## config.mk

```make
export PLATFORM = sky130hd
export DESIGN_NAME = axi4_ar_xlate
export DESIGN_NICKNAME = d
export VERILOG_FILES = /design/src/rtl/axi4_ar_xlate.sv
export SDC_FILE = /design/constraint.sdc
export NUM_CORES = 1
export LEC_CHECK = 0
export BUFFER_PORTS_ARGS = -buffer_cell sky130_fd_sc_hd__buf_2
export CAP_MARGIN = 20
export CORE_ASPECT_RATIO = 1.4
export CORE_MARGIN = 1
export CORE_UTILIZATION = 62
export CTS_BUF_LIST = sky130_fd_sc_hd__clkbuf_2 sky130_fd_sc_hd__clkbuf_4 sky130_fd_sc_hd__clkbuf_8
export DETAILED_ROUTE_END_ITERATION = 7
export GPL_TIMING_DRIVEN = 0
export PLACE_DENSITY = 0.88
export SETUP_SLACK_MARGIN = 0.15
export SLEW_MARGIN = 20
export SYNTH_ARGS = -nofsm -noshare
export SYNTH_HDL_FRONTEND = slang
export SYNTH_SLANG_ARGS = --single-unit
```

## constraint.sdc

```tcl
create_clock -name axi4_aclk -period 16.34 [get_ports axi4_aclk]
set_input_delay 0.817 -clock axi4_aclk [delete_from_list [all_inputs] [get_ports axi4_aclk]]
set_output_delay 0.817 -clock axi4_aclk [all_outputs]
set_load 0.03 [all_outputs]
```

## src/rtl/axi4_ar_xlate.sv

```systemverilog
// rtl/axi4_ar_xlate.sv - AR channel VA->PA region translation with local DECERR bursts on miss
module axi4_ar_xlate #(
  parameter int AXI_ID_WIDTH   = 4,
  parameter int AXI_USER_WIDTH = 4,
  parameter int AXI_DATA_WIDTH = 32,
  parameter int N_ENTRIES      = 4
) (
  input  logic                          axi4_aclk,
  input  logic                          axi4_arst,

  input  logic [AXI_ID_WIDTH-1:0]       s_axi4_arid,
  input  logic [31:0]                   s_axi4_araddr,
  input  logic                          s_axi4_arvalid,
  input  logic [7:0]                    s_axi4_arlen,
  input  logic [2:0]                    s_axi4_arsize,
  input  logic [1:0]                    s_axi4_arburst,
  input  logic                          s_axi4_arlock,
  input  logic [2:0]                    s_axi4_arprot,
  input  logic [3:0]                    s_axi4_arcache,
  input  logic [AXI_USER_WIDTH-1:0]     s_axi4_aruser,
  output logic                          s_axi4_arready,

  output logic [AXI_ID_WIDTH-1:0]       m_axi4_arid,
  output logic [31:0]                   m_axi4_araddr,
  output logic                          m_axi4_arvalid,
  output logic [7:0]                    m_axi4_arlen,
  output logic [2:0]                    m_axi4_arsize,
  output logic [1:0]                    m_axi4_arburst,
  output logic                          m_axi4_arlock,
  output logic [2:0]                    m_axi4_arprot,
  output logic [3:0]                    m_axi4_arcache,
  output logic [AXI_USER_WIDTH-1:0]     m_axi4_aruser,
  input  logic                          m_axi4_arready,

  input  logic [AXI_ID_WIDTH-1:0]       m_axi4_rid,
  input  logic [1:0]                    m_axi4_rresp,
  input  logic [AXI_DATA_WIDTH-1:0]     m_axi4_rdata,
  input  logic                          m_axi4_rlast,
  input  logic                          m_axi4_rvalid,
  input  logic [AXI_USER_WIDTH-1:0]     m_axi4_ruser,
  output logic                          m_axi4_rready,

  output logic [AXI_ID_WIDTH-1:0]       s_axi4_rid,
  output logic [1:0]                    s_axi4_rresp,
  output logic [AXI_DATA_WIDTH-1:0]     s_axi4_rdata,
  output logic                          s_axi4_rlast,
  output logic                          s_axi4_rvalid,
  output logic [AXI_USER_WIDTH-1:0]     s_axi4_ruser,
  input  logic                          s_axi4_rready,

  input  logic                          cfg_we,
  input  logic [$clog2(N_ENTRIES)-1:0]  cfg_idx,
  input  logic                          cfg_en,
  input  logic [31:0]                   cfg_va,
  input  logic [31:0]                   cfg_pa,
  input  logic [31:0]                   cfg_mask,
  input  logic                          cfg_bypass,

  output logic                          fault_pulse,
  output logic [31:0]                   fault_addr
);

  localparam int IDX_W = $clog2(N_ENTRIES);

  typedef enum logic [1:0] {IDLE, LOOKUP, ISSUE, ERR} state_t;

  state_t state, state_nxt;

  logic                      rst_d;
  logic                      blocked;

  logic [N_ENTRIES-1:0]      tbl_en;
  logic [31:0]               tbl_va   [N_ENTRIES];
  logic [31:0]               tbl_pa   [N_ENTRIES];
  logic [31:0]               tbl_mask [N_ENTRIES];

  logic [AXI_ID_WIDTH-1:0]   ar_id;
  logic [31:0]               ar_addr;
  logic [7:0]                ar_len;
  logic [2:0]                ar_size;
  logic [1:0]                ar_burst;
  logic                      ar_lock;
  logic [2:0]                ar_prot;
  logic [3:0]                ar_cache;
  logic [AXI_USER_WIDTH-1:0] ar_user;

  logic [N_ENTRIES-1:0]      hit_vec;
  logic [31:0]               pa_vec [N_ENTRIES];
  logic                      lk_hit;
  logic [31:0]               lk_pa;

  logic                      ar_hs;
  logic                      lk_go;
  logic                      fault_q;
  logic [8:0]                beat_cnt;
  logic                      err_go;
  logic                      err_own;
  logic                      err_last;
  logic                      err_hs;
  logic                      r_busy;
  logic                      dn_hs;

  // Outputs stay quiet through reset and the cycle right after it.
  assign blocked  = axi4_arst | rst_d;

  assign ar_hs    = s_axi4_arvalid && (state == IDLE) && !blocked;
  assign lk_go    = cfg_bypass || lk_hit;
  assign err_last = (beat_cnt == {1'b0, ar_len});
  // A DECERR burst may only begin between downstream bursts, then owns R until its last beat.
  assign err_own  = (state == ERR) && (err_go || !r_busy) && !blocked;
  assign err_hs   = err_own && s_axi4_rready;
  assign dn_hs    = m_axi4_rvalid && m_axi4_rready;

  genvar g;
  for (g = 0; g < N_ENTRIES; g++) begin : g_match
    assign hit_vec[g] = tbl_en[g] && ((ar_addr & tbl_mask[g]) == (tbl_va[g] & tbl_mask[g]));
    assign pa_vec[g]  = (tbl_pa[g] & tbl_mask[g]) | (ar_addr & ~tbl_mask[g]);
  end

  // Walk from the top so the lowest matching index is the one left standing.
  always_comb begin
    lk_hit = |hit_vec;
    lk_pa  = ar_addr;
    for (int i = N_ENTRIES - 1; i >= 0; i--) begin
      if (hit_vec[IDX_W'(i)]) begin
        lk_pa = pa_vec[IDX_W'(i)];
      end
    end
  end

  always_ff @(posedge axi4_aclk) begin
    if (axi4_arst) begin
      tbl_en <= '0;
    end else if (cfg_we) begin
      tbl_en[cfg_idx] <= cfg_en;
    end
  end

  always_ff @(posedge axi4_aclk) begin
    if (cfg_we) begin
      tbl_va[cfg_idx]   <= cfg_va;
      tbl_pa[cfg_idx]   <= cfg_pa;
      tbl_mask[cfg_idx] <= cfg_mask;
    end
  end

  always_ff @(posedge axi4_aclk) begin
    if (axi4_arst) begin
      state <= IDLE;
    end else begin
      state <= state_nxt;
    end
  end

  always_comb begin
    state_nxt = state;
    case (state)
      IDLE:    if (ar_hs) state_nxt = LOOKUP;
      LOOKUP:  state_nxt = lk_go ? ISSUE : ERR;
      ISSUE:   if (m_axi4_arready && !blocked) state_nxt = IDLE;
      ERR:     if (err_hs && err_last) state_nxt = IDLE;
      default: state_nxt = IDLE;
    endcase
  end

  always_ff @(posedge axi4_aclk) begin
    if (axi4_arst) begin
      rst_d      <= 1'b1;
      ar_id      <= '0;
      ar_addr    <= '0;
      ar_len     <= '0;
      ar_size    <= '0;
      ar_burst   <= '0;
      ar_lock    <= 1'b0;
      ar_prot    <= '0;
      ar_cache   <= '0;
      ar_user    <= '0;
      fault_q    <= 1'b0;
      fault_addr <= '0;
      beat_cnt   <= '0;
      err_go     <= 1'b0;
      r_busy     <= 1'b0;
    end else begin
      rst_d   <= 1'b0;
      fault_q <= 1'b0;
      if (ar_hs) begin
        ar_id    <= s_axi4_arid;
        ar_addr  <= s_axi4_araddr;
        ar_len   <= s_axi4_arlen;
        ar_size  <= s_axi4_arsize;
        ar_burst <= s_axi4_arburst;
        ar_lock  <= s_axi4_arlock;
        ar_prot  <= s_axi4_arprot;
        ar_cache <= s_axi4_arcache;
        ar_user  <= s_axi4_aruser;
      end
      if (state == LOOKUP) begin
        if (lk_go) begin
          ar_addr <= cfg_bypass ? ar_addr : lk_pa;
        end else begin
          fault_q    <= 1'b1;
          fault_addr <= ar_addr;
        end
      end
      if (err_hs) begin
        beat_cnt <= err_last ? 9'd0 : beat_cnt + 9'd1;
      end
      err_go <= err_own && !(err_hs && err_last);
      if (dn_hs) begin
        r_busy <= !m_axi4_rlast;
      end
    end
  end

  always_comb begin
    s_axi4_arready = 1'b0;
    m_axi4_arvalid = 1'b0;
    m_axi4_arid    = '0;
    m_axi4_araddr  = '0;
    m_axi4_arlen   = '0;
    m_axi4_arsize  = '0;
    m_axi4_arburst = '0;
    m_axi4_arlock  = 1'b0;
    m_axi4_arprot  = '0;
    m_axi4_arcache = '0;
    m_axi4_aruser  = '0;
    s_axi4_rid     = '0;
    s_axi4_rresp   = '0;
    s_axi4_rdata   = '0;
    s_axi4_rlast   = 1'b0;
    s_axi4_rvalid  = 1'b0;
    s_axi4_ruser   = '0;
    m_axi4_rready  = 1'b0;
    fault_pulse    = 1'b0;
    if (!blocked) begin
      s_axi4_arready = (state == IDLE);
      m_axi4_arvalid = (state == ISSUE);
      m_axi4_arid    = ar_id;
      m_axi4_araddr  = ar_addr;
      m_axi4_arlen   = ar_len;
      m_axi4_arsize  = ar_size;
      m_axi4_arburst = ar_burst;
      m_axi4_arlock  = ar_lock;
      m_axi4_arprot  = ar_prot;
      m_axi4_arcache = ar_cache;
      m_axi4_aruser  = ar_user;
      fault_pulse    = fault_q;
      if (err_own) begin
        s_axi4_rvalid = 1'b1;
        s_axi4_rid    = ar_id;
        s_axi4_rresp  = 2'b11;
        s_axi4_ruser  = ar_user;
        s_axi4_rlast  = err_last;
      end else begin
        s_axi4_rvalid = m_axi4_rvalid;
        s_axi4_rid    = m_axi4_rid;
        s_axi4_rresp  = m_axi4_rresp;
        s_axi4_rdata  = m_axi4_rdata;
        s_axi4_rlast  = m_axi4_rlast;
        s_axi4_ruser  = m_axi4_ruser;
        m_axi4_rready = s_axi4_rready;
      end
    end
  end

endmodule

```

==> reports/metrics.sh <==
FIN_NETS=2128
DETAILEDROUTE.FIRSTPASSITERATIONCOUNT=6
TIGHTESTPINTRANSITION_NS=1.22
DRIVE_ABOVE_1_SHARE_PCT=28.1
POSTSYNTHREGISTERBITS=432
PLACED_AREA_UM2=21000
POWER.IR.VDD_WORST_V=0.0000948
POST-CTS-SETUP-BUFFERS=0
MAX_CAP_VIOL_COUNT=0
DESIGN.CORE.AREA_UM2=29300
DIEAREA_UM2=30500
GRT_PASS1_VIAS=14500
P_PER_AREA_nW_PER_UM2=110
STATUS='completed'
COUNT_OF_BUFFERS_FROM_PORT_BUFFERING=351
PLACEMENTROWS=74
GLOBALROUTEOVERFLOWTOTAL=0
INITIAL_UTILIZATION_PCT=63.2
CTS.HOLD.BUFFERS_ADDED=0
GRT_FIRST_PASS_WIRELENGTH_MM=91.4
SYN-INSTANCE-COUNT=1479
ROUTE.DETAILED.VIAS_PER_INST=6.30
NUM_IO_PINS=352
CTS_HTREE_LEVELS=3
ANTENNA_FOUND_INITIAL=5
FINALWORSTPATHREQUIREDPERIOD_NS=4.09
TRITONCTS='built'
CRIT_PATH_START_KIND='flip-flop'
SETUP_TOTAL_NEGATIVE_SLACK_NS=0
DETAIL_ROUTE.WL_PER_CELL_UM=27.6
SYNTHESIS.YOSYS.WARNINGS=0
PLACE_CONGESTION=0.985
DRT_ITER0_DRC=1536
CLOCK_SINKS=432
HOLD_PATH.STARTPOINT='axi4_arst'
ROUTE.VIAS.TOTAL=14800
HOLD_WS_NS=0.373
CTS.ROOT.BUFFER_CELL='clkbuf_8'
WORSTSETUPENDPOINTTYPE='flip-flop'
SYN_TO_FINAL_GROWTH_PCT=20.9
YS_ASYNC_SR_FRACTION_PCT=0
HP-CLASS='in2reg'
CTS_REPAIR_RESIZE_COUNT=0
DRC=0
CLOCK_SKEW_AFTER_LAYOUT_NS=0.0322
SETUP_VIOL_COUNT_FINAL=0
GRT_SETUP_UNREPAIRED='false'
YOSYS.CELL_TYPES.COUNT=46
REPORT.FINAL.SLEW_VIOL_COUNT=0
CLK-INSERTION-DELAY-LATE_NS=0.62
NETLIST_AREA_UM2=18500
CRIT_FANOUT=10
SYNTH_NETS=1691
YS_SEQ_AREA_SHARE_PCT=64.1
DOMINANTREGCELLSYNTH='edfxtp_1'
NUM-FILL-CELLS=1880
PATH_CLK_SLEW_NS=0.07
COUNT_OF_FLIP_FLOPS_WITH_A_BUILT_IN_ENABLE_AFTER_SYNTHESIS=320
GLOBAL_ROUTE.USAGE.TOTAL_PCT=42.7
CP.ARRIVAL_NS=4.60
POST-ROUTE-PERIOD-UTIL_PCT=25.0
DRT.ANTENNA.VIOLATING_NETS=0
SYN_AREA_PER_CELL_UM2=12.5
DP_HPWL_MM=48.0
FMAX_GHz=0.244
DIE_H_UM=206
MAXIMUM_NUMBER_OF_PINS_ON_ONE_NET_BEFORE_GLOBAL_ROUTE_REPAIR=43
INSERTED_CLOCK_BUFFERS=66
CTS_MAX_PATH_BUFFERS=3
MAX_SLEW_MARGIN_PCT=18.4
POSTLAYOUTCELLAREA_UM2=22300
DIE_WIDTH_UM=148
HOLD_VIOLATIONS=0
DATA_REQUIRED_TIME_AT_THE_WORST_ENDPOINT_NS=16.84
POST_DETAILED_ROUTING_WIRE_LENGTH_MM=64.9
P_LEAK_nW=9.26
FINALCOREUTILIZATION_PCT=76.4
WORST-SETUP-PATH-TYPE='reg2reg'
==> metrics by stage <==
| step | setup WS, ns | power (W) | std cells |
|---|---|---|---|
| finish | 12.25 | 0.00246 | 2353 |
| global route | 12.12 | 0.00252 | 2352 |
| CTS | 12.38 | 0.00246 | 2349 |
| detailed placement | 12.49 | 0.00156 | 2228 |
| global placement | 3.23 | 0.00155 | 2210 |
| floorplan | 7.66 | 0.00143 | 1479 |
==> cell type report <==
| cell class | count | area [um2] | share of cell area [%] |
|---|---|---|---|
| clock inverter | 23 | 149 | 0.666 |
| clock buffer | 98 | 1200 | 5.36 |
| sequential | 432 | 11900 | 53.0 |
| tap | 380 | 475 | 2.13 |
| timing repair buffer | 369 | 2010 | 9.00 |
| multi-input combinational | 943 | 6160 | 27.6 |
| buffer | 104 | 490 | 2.20 |
| antenna | 4 | 10.0 | 0.0448 |
==> cells in the mapped netlist, types with 35 or more instances <==
master	number	area share, %
mux2i_1	67	3.6
a22oi_1	64	2.6
nor2_1	82	1.7
nand2_1	230	4.7
edfxtp_1	320	52
clkbuf_1	52	1.1
xor2_1	135	6.4
a21oi_1	41	1.1
nand2b_1	35	1.2
and2_1	64	2.2
buf_2	41	1.1
dfxtp_1	112	12
and3_1	36	1.2
==> power by group <==
| part | switching, W | total (W) | internal [W] |
|---|---|---|---|
| combinational | 0.000186 | 0.000281 | 0.0000954 |
| sequential | 0.0000322 | 0.00126 | 0.00123 |
| clock | 0.000429 | 0.000919 | 0.000490 |
==> critical path: stages (launching register included) <==
cell,delay [ns]
dfxtp_1,0.31
buf_2,0.24
xor2_1,0.44
a22oi_1,0.14
nand4_1,0.27
nor3_1,0.11
a41o_1,0.28
o31ai_2,0.86
clkbuf_1,0.83
a311o_1,0.24
nand2_1,0.07
mux2i_1,0.20
==> layer usage <==
| layer | vias up | global-route usage (%) | part of all wire [%] |
|---|---|---|---|
| li1 | 6314 | - | - |
| met1 | 7148 | 48.2 | 33 |
| met2 | 1127 | 72.6 | 49 |
| met3 | 225 | 9.74 | 11 |
| met4 | 2 | 28.6 | 6.8 |
| met5 | - | 0 | 0.020 |
==> sequential cells by signal (all words and copies together), names as in the netlist, 2 cells and up, named ones only <==
name	count
tbl_mask	128
tbl_va	128
tbl_pa	64
fault_addr	32
beat_cnt	9
ar_len	8
ar_cache	4
ar_id	4
ar_user	4
tbl_en	4
ar_prot	3
ar_size	3
ar_burst	2
state	2
==> path summary, 6_finish.rpt <==
check,endpoint,depth (start not counted),slack [ns]
max,flip-flop,11,12.25
max reg2reg,flip-flop,11,12.25
min reg2reg,ar_burst[1],2,0.45
min,rst_d,1,0.37
==> cells by family after synthesis <==
kind of cell / count (synthesis) / share of synthesized area [%]
AOI/OAI and AO/OA: 233 / 10.0
and+or+nand+nor: 500 / 12.8
xor gates and xnor gates: 142 / 6.73
muxes: 67 / 3.63
buffers and inverters: 104 / 2.65
DFF: 432 / 64.1
adders and majority gates: 1 / 0.0677
==> placed cells by master, fill, tap and decap left out, types with 5 or more instances in the layout <==
master and count:
buf_2 392, edfxtp_1 320, nand2_1 230, xor2_1 135
dfxtp_1 112, nor2_1 81, clkbuf_8 74, mux2i_1 67
and2_1 64, a22oi_1 64, clkbuf_1 52, a21oi_1 41
nand2b_1 35, and3_1 35, a311o_1 32, a31oi_1 32
nand4_1 28, clkbuf_4 24, o221ai_1 22, buf_4 13
o221ai_2 10, clkinv_1 10, a22o_1 9, buf_6 8
xnor2_1 7, nand3_1 6, a221oi_1 5, a222oi_1 5
clkinv_2 5
(Power assumes the default switching activity.)
